### src/rtl/bkram_sync_ctrl.sv
`default_nettype none
// ============================================================================
// Module   : bkram_sync_ctrl
// Brief    : Multi-region backup-RAM save/load sequencer. Walks every present
//            and enabled save region sector by sector and issues read (load)
//            or write (save) requests to the HPS sector interface. It also
//            tracks which regions are dirty, runs a watchdog on each ack, and
//            starts an automatic load after a ROM download.
// Revision : 1.0 - initial release
// ----------------------------------------------------------------------------
// Optional feature macro: BKRAM_AUTOSAVE_EN
//   When defined, an idle counter (AUTOSAVE_IDLE cycles, reloaded on every
//   core write) starts a save of the dirty regions once the core goes quiet.
// ----------------------------------------------------------------------------
// Ports:
//   clk_sys      in   system clock
//   reset        in   synchronous, active-low
//   ena_i        in   per-region: image mounted and writable
//   mask_i       in   per-region byte-size mask (size-1), 0 = absent
//   base_lba_i   in   per-region first image LBA
//   wr_strobe_i  in   per-region core write (marks region dirty)
//   load_req     in   level, rising edge starts a load
//   save_req     in   level, rising edge starts a save
//   dl_done      in   pulse at end of ROM download, requests a load
//   sd_ack       in   HPS acknowledge
//   sd_lba       out  sector address (region base + local sector)
//   sd_rd/sd_wr  out  sector read / write request
//   region_sel   out  region whose RAM is muxed onto sd_buff
//   local_sector out  sector index inside the current region
//   busy         out  operation in progress
//   loading      out  high throughout a load
//   dirty        out  per-region modified-since-last-save flags
//   error        out  sticky: last operation aborted on ack timeout
//   done         out  one-cycle pulse when an operation ends
// ============================================================================
module bkram_sync_ctrl #(
    parameter int NUM_REGIONS = 2,
    parameter int LBA_W       = 32,
    parameter int MASK_W      = 24,
    parameter int SECTOR_BITS = 9,
    parameter int ACK_TIMEOUT = 2**24
`ifdef BKRAM_AUTOSAVE_EN
    ,
    parameter int AUTOSAVE_IDLE = 2**26
`endif
) (
    input  logic                                             clk_sys,
    input  logic                                             reset,
    input  logic [NUM_REGIONS-1:0]                           ena_i,
    input  logic [NUM_REGIONS*MASK_W-1:0]                    mask_i,
    input  logic [NUM_REGIONS*LBA_W-1:0]                     base_lba_i,
    input  logic [NUM_REGIONS-1:0]                           wr_strobe_i,
    input  logic                                             load_req,
    input  logic                                             save_req,
    input  logic                                             dl_done,
    input  logic                                             sd_ack,
    output logic [LBA_W-1:0]                                 sd_lba,
    output logic                                             sd_rd,
    output logic                                             sd_wr,
    output logic [((NUM_REGIONS > 1) ? $clog2(NUM_REGIONS) : 1)-1:0] region_sel,
    output logic [MASK_W-SECTOR_BITS-1:0]                    local_sector,
    output logic                                             busy,
    output logic                                             loading,
    output logic [NUM_REGIONS-1:0]                           dirty,
    output logic                                             error,
    output logic                                             done
);

    localparam int c_SEL_W = (NUM_REGIONS > 1) ? $clog2(NUM_REGIONS) : 1;
    // Scan index must be able to hold NUM_REGIONS ("past the last region").
    localparam int c_IDX_W = $clog2(NUM_REGIONS + 1);
    localparam int c_LS_W  = MASK_W - SECTOR_BITS;
    localparam int c_WD_W  = (ACK_TIMEOUT > 1) ? $clog2(ACK_TIMEOUT + 1) : 1;

    localparam logic [2:0] c_ST_IDLE      = 3'd0;
    localparam logic [2:0] c_ST_SELECT    = 3'd1;
    localparam logic [2:0] c_ST_REQ       = 3'd2;
    localparam logic [2:0] c_ST_WAIT_RISE = 3'd3;
    localparam logic [2:0] c_ST_WAIT_FALL = 3'd4;
    localparam logic [2:0] c_ST_FINISH    = 3'd5;

    logic [2:0]             r_state;
    logic [2:0]             w_next_state;

    logic                   r_load_q;
    logic                   r_save_q;
    logic                   r_ack_q;
    logic                   r_pending_load;
    logic                   r_op_load;
    logic [c_IDX_W-1:0]     r_index;
    logic [c_SEL_W-1:0]     r_region_sel;
    logic [c_LS_W-1:0]      r_local_sector;
    logic [LBA_W-1:0]       r_sd_lba;
    logic                   r_sd_rd;
    logic                   r_sd_wr;
    logic                   r_busy;
    logic                   r_loading;
    logic [NUM_REGIONS-1:0] r_dirty;
    logic                   r_error;
    logic                   r_done;
    logic [c_WD_W-1:0]      r_wdog;

    logic                   w_load_rise;
    logic                   w_save_rise;
    logic                   w_ack_rise;
    logic                   w_ack_fall;
    logic                   w_start_load;
    logic                   w_auto_req;
    logic                   w_only_dirty;
    logic                   w_start;
    logic [NUM_REGIONS-1:0] w_present;
    logic                   w_sel_found;
    logic [c_SEL_W-1:0]     w_sel_idx;
    logic [LBA_W-1:0]       w_cur_base;
    logic [c_LS_W-1:0]      w_end_sector;
    logic                   w_last;
    logic                   w_timeout;
    logic [NUM_REGIONS-1:0] w_dirty_next;

    // ------------------------------------------------------------------------
    // Edge detection
    // ------------------------------------------------------------------------
    assign w_load_rise = load_req & ~r_load_q;
    assign w_save_rise = save_req & ~r_save_q;
    assign w_ack_rise  = sd_ack & ~r_ack_q;
    assign w_ack_fall  = ~sd_ack & r_ack_q;

    // A pending post-download load is treated exactly like a load edge.
    assign w_start_load = w_load_rise | r_pending_load;
    assign w_start      = (r_state == c_ST_IDLE) &&
                          (w_start_load || w_save_rise || w_auto_req);

    // ------------------------------------------------------------------------
    // Optional idle-triggered autosave
    // ------------------------------------------------------------------------
`ifdef BKRAM_AUTOSAVE_EN
    localparam int c_AS_W = (AUTOSAVE_IDLE > 1) ? $clog2(AUTOSAVE_IDLE + 1) : 1;

    logic [c_AS_W-1:0] r_idle_cnt;
    logic              r_only_dirty;
    logic              w_start_auto;

    // Autosave has the lowest priority of all start sources.
    assign w_start_auto = w_start && !w_start_load && !w_save_rise;
    assign w_auto_req   = (r_idle_cnt == '0) && |(r_dirty & ena_i & w_present);
    assign w_only_dirty = r_only_dirty;

    always_ff @(posedge clk_sys) begin
        if (!reset) begin
            r_idle_cnt   <= c_AS_W'(AUTOSAVE_IDLE);
            r_only_dirty <= 1'b0;
        end else begin
            // Reloading on start keeps one quiet period from firing twice.
            if ((|wr_strobe_i) || w_start) begin
                r_idle_cnt <= c_AS_W'(AUTOSAVE_IDLE);
            end else if (r_idle_cnt != '0) begin
                r_idle_cnt <= r_idle_cnt - c_AS_W'(1);
            end
            if (w_start) begin
                r_only_dirty <= w_start_auto;
            end
        end
    end
`else
    assign w_auto_req   = 1'b0;
    assign w_only_dirty = 1'b0;
`endif

    // ------------------------------------------------------------------------
    // Region lookup
    // ------------------------------------------------------------------------
    always_comb begin
        w_present = '0;
        for (int i = 0; i < NUM_REGIONS; i++) begin
            w_present[i] = |mask_i[i*MASK_W +: MASK_W];
        end
    end

    // Lowest eligible region at or above the scan index; iterating downward
    // lets the last hit be the lowest one.
    always_comb begin
        w_sel_found = 1'b0;
        w_sel_idx   = '0;
        for (int i = NUM_REGIONS - 1; i >= 0; i--) begin
            if ((i >= int'(r_index)) && ena_i[i] && w_present[i] &&
                (!w_only_dirty || r_dirty[i])) begin
                w_sel_found = 1'b1;
                w_sel_idx   = c_SEL_W'(i);
            end
        end
    end

    always_comb begin
        w_cur_base   = '0;
        w_end_sector = '0;
        for (int i = 0; i < NUM_REGIONS; i++) begin
            if (c_SEL_W'(i) == r_region_sel) begin
                w_cur_base   = base_lba_i[i*LBA_W +: LBA_W];
                w_end_sector = mask_i[i*MASK_W + SECTOR_BITS +: c_LS_W];
            end
        end
    end

    // End test runs before any increment, so local_sector never wraps.
    assign w_last    = (r_local_sector >= w_end_sector);
    assign w_timeout = (r_wdog <= c_WD_W'(1));

    // Save clears the region's flag on its first sector; a core write in the
    // same cycle re-marks it so no modification is ever lost.
    always_comb begin
        w_dirty_next = r_dirty;
        if ((r_state == c_ST_REQ) && !r_op_load && (r_local_sector == '0)) begin
            w_dirty_next[r_region_sel] = 1'b0;
        end
        w_dirty_next = w_dirty_next | wr_strobe_i;
    end

    // ------------------------------------------------------------------------
    // Sequencer state machine
    // ------------------------------------------------------------------------
    always_ff @(posedge clk_sys) begin
        if (!reset) begin
            r_state <= c_ST_IDLE;
        end else begin
            r_state <= w_next_state;
        end
    end

    always_comb begin
        w_next_state = r_state;
        case (r_state)
            c_ST_IDLE: begin
                if (w_start) begin
                    w_next_state = c_ST_SELECT;
                end
            end
            c_ST_SELECT: begin
                w_next_state = w_sel_found ? c_ST_REQ : c_ST_FINISH;
            end
            c_ST_REQ: begin
                w_next_state = c_ST_WAIT_RISE;
            end
            c_ST_WAIT_RISE: begin
                if (w_ack_rise) begin
                    w_next_state = c_ST_WAIT_FALL;
                end else if (w_timeout) begin
                    w_next_state = c_ST_FINISH;
                end
            end
            c_ST_WAIT_FALL: begin
                if (w_ack_fall) begin
                    w_next_state = w_last ? c_ST_SELECT : c_ST_REQ;
                end
            end
            c_ST_FINISH: begin
                w_next_state = c_ST_IDLE;
            end
            default: begin
                w_next_state = c_ST_IDLE;
            end
        endcase
    end

    // ------------------------------------------------------------------------
    // Datapath and registered outputs
    // ------------------------------------------------------------------------
    always_ff @(posedge clk_sys) begin
        if (!reset) begin
            r_load_q       <= 1'b0;
            r_save_q       <= 1'b0;
            r_ack_q        <= 1'b0;
            r_pending_load <= 1'b0;
            r_op_load      <= 1'b0;
            r_index        <= '0;
            r_region_sel   <= '0;
            r_local_sector <= '0;
            r_sd_lba       <= '0;
            r_sd_rd        <= 1'b0;
            r_sd_wr        <= 1'b0;
            r_busy         <= 1'b0;
            r_loading      <= 1'b0;
            r_dirty        <= '0;
            r_error        <= 1'b0;
            r_done         <= 1'b0;
            r_wdog         <= '0;
        end else begin
            r_load_q <= load_req;
            r_save_q <= save_req;
            r_ack_q  <= sd_ack;
            r_done   <= 1'b0;
            r_dirty  <= w_dirty_next;

            // Every IDLE cycle consumes the pending flag, since a pending
            // load always wins arbitration there.
            if (dl_done) begin
                r_pending_load <= 1'b1;
            end else if (r_state == c_ST_IDLE) begin
                r_pending_load <= 1'b0;
            end

            case (r_state)
                c_ST_IDLE: begin
                    if (w_start) begin
                        r_busy    <= 1'b1;
                        r_loading <= w_start_load;
                        r_op_load <= w_start_load;
                        r_error   <= 1'b0;
                        r_index   <= '0;
                    end
                end
                c_ST_SELECT: begin
                    if (w_sel_found) begin
                        r_region_sel   <= w_sel_idx;
                        r_local_sector <= '0;
                    end
                end
                c_ST_REQ: begin
                    r_sd_lba <= w_cur_base + LBA_W'(r_local_sector);
                    r_sd_rd  <= r_op_load;
                    r_sd_wr  <= ~r_op_load;
                    r_wdog   <= c_WD_W'(ACK_TIMEOUT);
                end
                c_ST_WAIT_RISE: begin
                    if (w_ack_rise) begin
                        r_sd_rd <= 1'b0;
                        r_sd_wr <= 1'b0;
                    end else if (w_timeout) begin
                        r_sd_rd <= 1'b0;
                        r_sd_wr <= 1'b0;
                        r_error <= 1'b1;
                    end else begin
                        r_wdog <= r_wdog - c_WD_W'(1);
                    end
                end
                c_ST_WAIT_FALL: begin
                    if (w_ack_fall) begin
                        if (w_last) begin
                            r_index <= c_IDX_W'(r_region_sel) + c_IDX_W'(1);
                        end else begin
                            r_local_sector <= r_local_sector + c_LS_W'(1);
                        end
                    end
                end
                c_ST_FINISH: begin
                    r_sd_rd   <= 1'b0;
                    r_sd_wr   <= 1'b0;
                    r_busy    <= 1'b0;
                    r_loading <= 1'b0;
                    r_done    <= 1'b1;
                end
                default: begin
                    r_sd_rd <= 1'b0;
                    r_sd_wr <= 1'b0;
                end
            endcase
        end
    end

    assign sd_lba       = r_sd_lba;
    assign sd_rd        = r_sd_rd;
    assign sd_wr        = r_sd_wr;
    assign region_sel   = r_region_sel;
    assign local_sector = r_local_sector;
    assign busy         = r_busy;
    assign loading      = r_loading;
    assign dirty        = r_dirty;
    assign error        = r_error;
    assign done         = r_done;

endmodule
`default_nettype wire

### config.mk
export PLATFORM = sky130hd
export DESIGN_NAME = bkram_sync_ctrl
export DESIGN_NICKNAME = d
export VERILOG_FILES = /design/src/rtl/bkram_sync_ctrl.sv
export SDC_FILE = /design/constraint.sdc
export NUM_CORES = 1
export LEC_CHECK = 0
export CAP_MARGIN = 20
export CORE_MARGIN = 1.5
export CORE_UTILIZATION = 60
export CTS_CLUSTER_SIZE = 8
export DETAILED_ROUTE_END_ITERATION = 8
export DONT_BUFFER_PORTS = 1
export PLACE_DENSITY = 0.86
export SYNTH_ARGS = -nofsm -noshare
export SYNTH_HDL_FRONTEND = slang
export SYNTH_SLANG_ARGS = --single-unit
### constraint.sdc
create_clock -name clk_sys -period 8.5 [get_ports clk_sys]
set_input_delay 0.85 -clock clk_sys [delete_from_list [all_inputs] [get_ports clk_sys]]
set_output_delay 0.85 -clock clk_sys [all_outputs]
set_load 0.01 [all_outputs]
After elaboration in Yosys (flattened, before gate mapping) --
Index checks and enable logic that the tools add are counted.
Word-level totals: bits in registers 91, logic and storage cells 127, output and inout port bits 56
Cells by class: equality and inequality tests 14, order comparisons 6, mux-type cells 41, $add $sub $neg 4, reductions and logical operators 30, bitwise logic cells 14
Operators by type and width (count):
- 15-bit two-way mux | 4
- 25-bit two-way mux | 2
- 25-bit one-hot mux with 2 select lines | 1
- 24-bit OR reduction | 2
- 32-bit by 15-bit adder with 32-bit output | 1
- 32-bit two-way mux | 1
- 15-bit one-hot mux with 2 select lines | 1
- 25-bit by 1-bit <= comparator with 1-bit output, second input constant | 1
- 25-bit by 1-bit subtractor with 25-bit output, second input constant | 1
- 2-bit inequality test, second input constant | 8
- 15-bit by 1-bit adder with 15-bit output, second input constant | 1
- 15-bit greater-or-equal comparator | 1
- 15-bit zero test | 1
- 3-bit two-way mux | 5
- 3-bit one-hot mux with 5 select lines | 1
- 1-bit two-way mux | 14
- 4-bit AND reduction | 3
- 2-bit nonzero test | 6
- 2-bit two-way mux | 5
- 1-bit logical AND | 8
- 2-bit AND reduction | 4
- 3-bit by 2-bit equality test with 1-bit output, second input constant | 2
- 3-bit equality test, second input constant | 2
- 1-bit NOT | 6
- 20 further kinds | 28

Depth between registers and ports, before layout --
word-level depth 8, depth in mapped cells 15

Worst setup path after synthesis --
Ideal clock, no wire load.
kind flip-flop to flip-flop, start point reg r_region_sel, in the netlist region_sel, end point reg r_sd_lba[17], in the netlist sd_lba[17], setup slack 4665 ps, cell stages (with the launch flop) 14, data required time 8383 ps, arrival 3718 ps, period minus slack after synthesis 3835 ps, path through dfxtp_1 buf_4 buf_6 clkbuf_1 buf_1 mux2_2 ha_1 a21o_1 a21o_1 a221oi_1 nand2_1 a31oi_1 o21ai_0 a32o_1
On the way: cells in the longest elaborated chain, start to end 2
Ends and longest elaborated chain:
- from (decl) | line 91 | logic [c_SEL_W-1:0] r_region_sel;
- from (signal assigned) | line 313 | r_region_sel <= w_sel_idx;
- 32-bit two-way mux | line 197 | if (c_SEL_W'(i) == r_region_sel) begin
- 32-bit by 15-bit adder with 32-bit output | line 318 | r_sd_lba <= w_cur_base + LBA_W'(r_local_sector);
- to (signal assigned) | line 318
- to (decl) | line 93 | logic [LBA_W-1:0] r_sd_lba;
No other way between the ends. A chain may end at the register's enable or synchronous reset.

Worst setup path after layout --
start point reg r_region_sel, in the netlist region_sel, end point reg r_sd_lba[30], in the netlist sd_lba[30]
Same word-level chain as after synthesis.

==> out/qor.csv <==
metric;value;unit
status;complete, no violations;
die_h;102;um
cts_made_buffers;9;
cts_buffer_depth;2;
synth_ff_type;dfxtp_1;
netlist_area;5880;um2
std_cell_rows;35;
min_path_type;reg2reg;
grt.total_usage;29.6;%
vias;5299;
die_area;10400;um2
setup_viol;0;
nets;855;
hold_buffers;0;
crit_type;reg2reg;
yosys-top-cells-area;dfxtp_1 31%, ha_1 7.2%, mux2i_1 5.3%;
synth_top_area_share;31.0;%
synthDistinctLibCells;71;
totalPowerFinal;0.00159;W
post-cts-setup-buffers;0;
fin_crit_sh;44.7;%
critPathRequiredTime;8.75;ns
grt_pass1_vias;5081;
cap_violations;0;
synth_cells;710;
post-route-min-period;3.80;ns
area_growth;4.59;%
overflow;0;
slowest_stage;buf_4;
cts_tree;done;
cts_resized;0;
initial_core_util;62.8;%
drive_gt1_share;8.40;%
slew_viol_final;0;
crit_chain;buf_4 -> mux2_2 -> ha_1 -> inv_1 -> fa_1 -> nor2b_1 -> o2111ai_1 -> a31oi_1 -> o211ai_2 -> a2111oi_1 -> xor2_1 -> o21ai_1;
insertion_delay;0.37;ns
clkSinkCount;91;
synth_async_sr_flop_share;0;%
wire_per_inst;18.5;um
routed_via_density;6.38;
drc;0;
htreeDepth;3;
fin_skew;0.0130;ns
end_kind;register;
hold_violations;0;
die_x;102;um
cp-start-kind;register;
grt_max_degree;62;
yosysTopAreaCell;dfxtp_1;
slew_headroom;45.7;%
synth_edf_count;0;
p_per_area;258;nW/um2
slowest_delay;0.63;ns
setup_tns;0;ns
path_clk_slew;0.10;ns
worstPathArrival;4.05;ns
ios;178;
cts-root-buf;clkbuf_8;
drtIter0Drc;296;
io_buffers;0;
hpwl;11.7;mm
power.leakage;2.37;nW
synthesis.nets;867;
grt_antenna_before_repair;0;
tightest_slew;0.815;ns
cp_max_fo;61;
synth_seq_area_share;31.0;%
grt_pass1_wl;24.5;mm
finalWorstSetupSlack;4.70;ns
fmax;263;MHz
cp_top_family;compound AO/OA/AOI/OAI gates;
ant_nets;0;
rsz0062_at_grt;no;
gp_congestion;0.975;
ir_drop;0.150;mV
syn_area_per_cell;8.29;um2
path_buf_inv;2;
wl;15.3;mm
diodes;0;
synth_warnings;0;
first_pass_iters;5;
core_area;9370;um2
dpl_worst_slack;4.72;ns
ys_ff_latch;91;
worst min-delay path, cell delays in order, from the launching register on:
cell and delay, ns:
dfxtp_1 0.35, nand2_1 0.06, a21oi_1 0.05
worst paths after layout:
check	from	to	slack, ns	cells after the start
setup / recovery	region_sel	sd_lba[30]	4.70	12
hold / removal	sd_lba[7]	sd_lba[7]	0.50	2
setup reg to reg	region_sel	sd_lba[30]	4.70	12
hold reg to reg	sd_lba[7]	sd_lba[7]	0.50	2
cell usage in the layout, fill, tap and decap left out, types with 19 or more instances in the layout:
master and instances:
nor4_1 27, nand2_1 68, nor2_1 74, xnor2_1 29, mux2i_1 31, xor2_1 23
o21ai_0 33, mux2_2 19, dfxtp_1 90, inv_1 20, ha_1 34, a21oi_1 54
cells by family (layout without fill, tap and decap cells):
logic type | after synthesis | count (layout) | share of synthesized area, %
multiplexers | 50 | 50 | 8.91
AND/OR/NAND/NOR | 273 | 273 | 23.5
buffers and inverters | 48 | 40 | 3.30
adder cells (fa/ha/maj) | 35 | 35 | 7.57
AO/OA/AOI/OAI | 161 | 161 | 18.1
XOR/XNOR | 52 | 52 | 7.74
flip-flops | 91 | 91 | 31.0
layer usage:
metal	routed length (um)	track usage, %	part of all wire, %	up-vias
met5	0	0	0	-
met4	257	9.27	1.7	0
met3	1330	7.59	8.7	25
met2	7210	47.8	47	215
met1	6540	38.9	43	2523
li1	-	-	-	2536
sequential cells by signal, indices dropped and copies added (netlist names):
register / cells
busy: 1
dirty: 2
done: 1
error: 1
loading: 1
local_sector: 15
r_ack_q: 1
r_index: 2
r_load_q: 1
r_op_load: 1
r_pending_load: 1
r_save_q: 1
r_state: 3
r_wdog: 25
region_sel: 1
sd_lba: 32
sd_rd: 1
sd_wr: 1
through the flow:
| stage | std cells | util (%) | area (um2) | hold slack (ns) |
|---|---|---|---|---|
| floorplan | 710 | - | 5880 | 0.450 |
| global placement | 815 | 63.5 | 5950 | 0.464 |
| detailed placement | 815 | 63.5 | 5950 | 0.492 |
| CTS | 830 | 65.6 | 6150 | 0.504 |
| global route | 831 | 65.7 | 6150 | 0.523 |
| finish | 831 | 65.7 | 6150 | 0.502 |
final cells by class:
cell class,count,area [um2]
multi-input cells,571,3870
clock buffers,11,141
fillers,770,3220
flip-flops and latches,91,1820
repair buffers,4,30.0
well taps,129,161
inverters,21,78.8
clock inverters,4,51.3
synth_stat cells, types with 2 or more instances:
master,count
a211oi_1,6
a21o_1,11
a21oi_1,54
a22oi_1,3
a31oi_1,3
a32o_1,2
and2_1,5
and3_1,13
buf_1,2
buf_2,2
clkbuf_1,21
dfxtp_1,91
ha_1,34
inv_1,20
mux2_2,19
mux2i_1,31
nand2_1,68
nand2b_1,6
nand3_1,15
nand3b_1,5
nand4_1,6
nor2_1,74
nor2b_1,8
nor3_1,15
nor3b_1,2
nor4_1,27
o2111ai_1,3
o211ai_1,6
o21a_1,3
o21ai_0,33
o21ai_1,9
o21ba_1,3
o21ba_2,3
o21bai_1,4
o31ai_1,3
or2_1,2
or3_1,9
or4_1,4
or4_4,3
xnor2_1,29
xor2_1,23
power by group:
group | switching (W) | leakage (nW) | internal, W
sequential | 0.0000988 | 0.740 | 0.000503
clock | 0.000155 | 0.0954 | 0.000143
combinational | 0.000383 | 1.53 | 0.000305
Power figures use the tool's default switching activity.
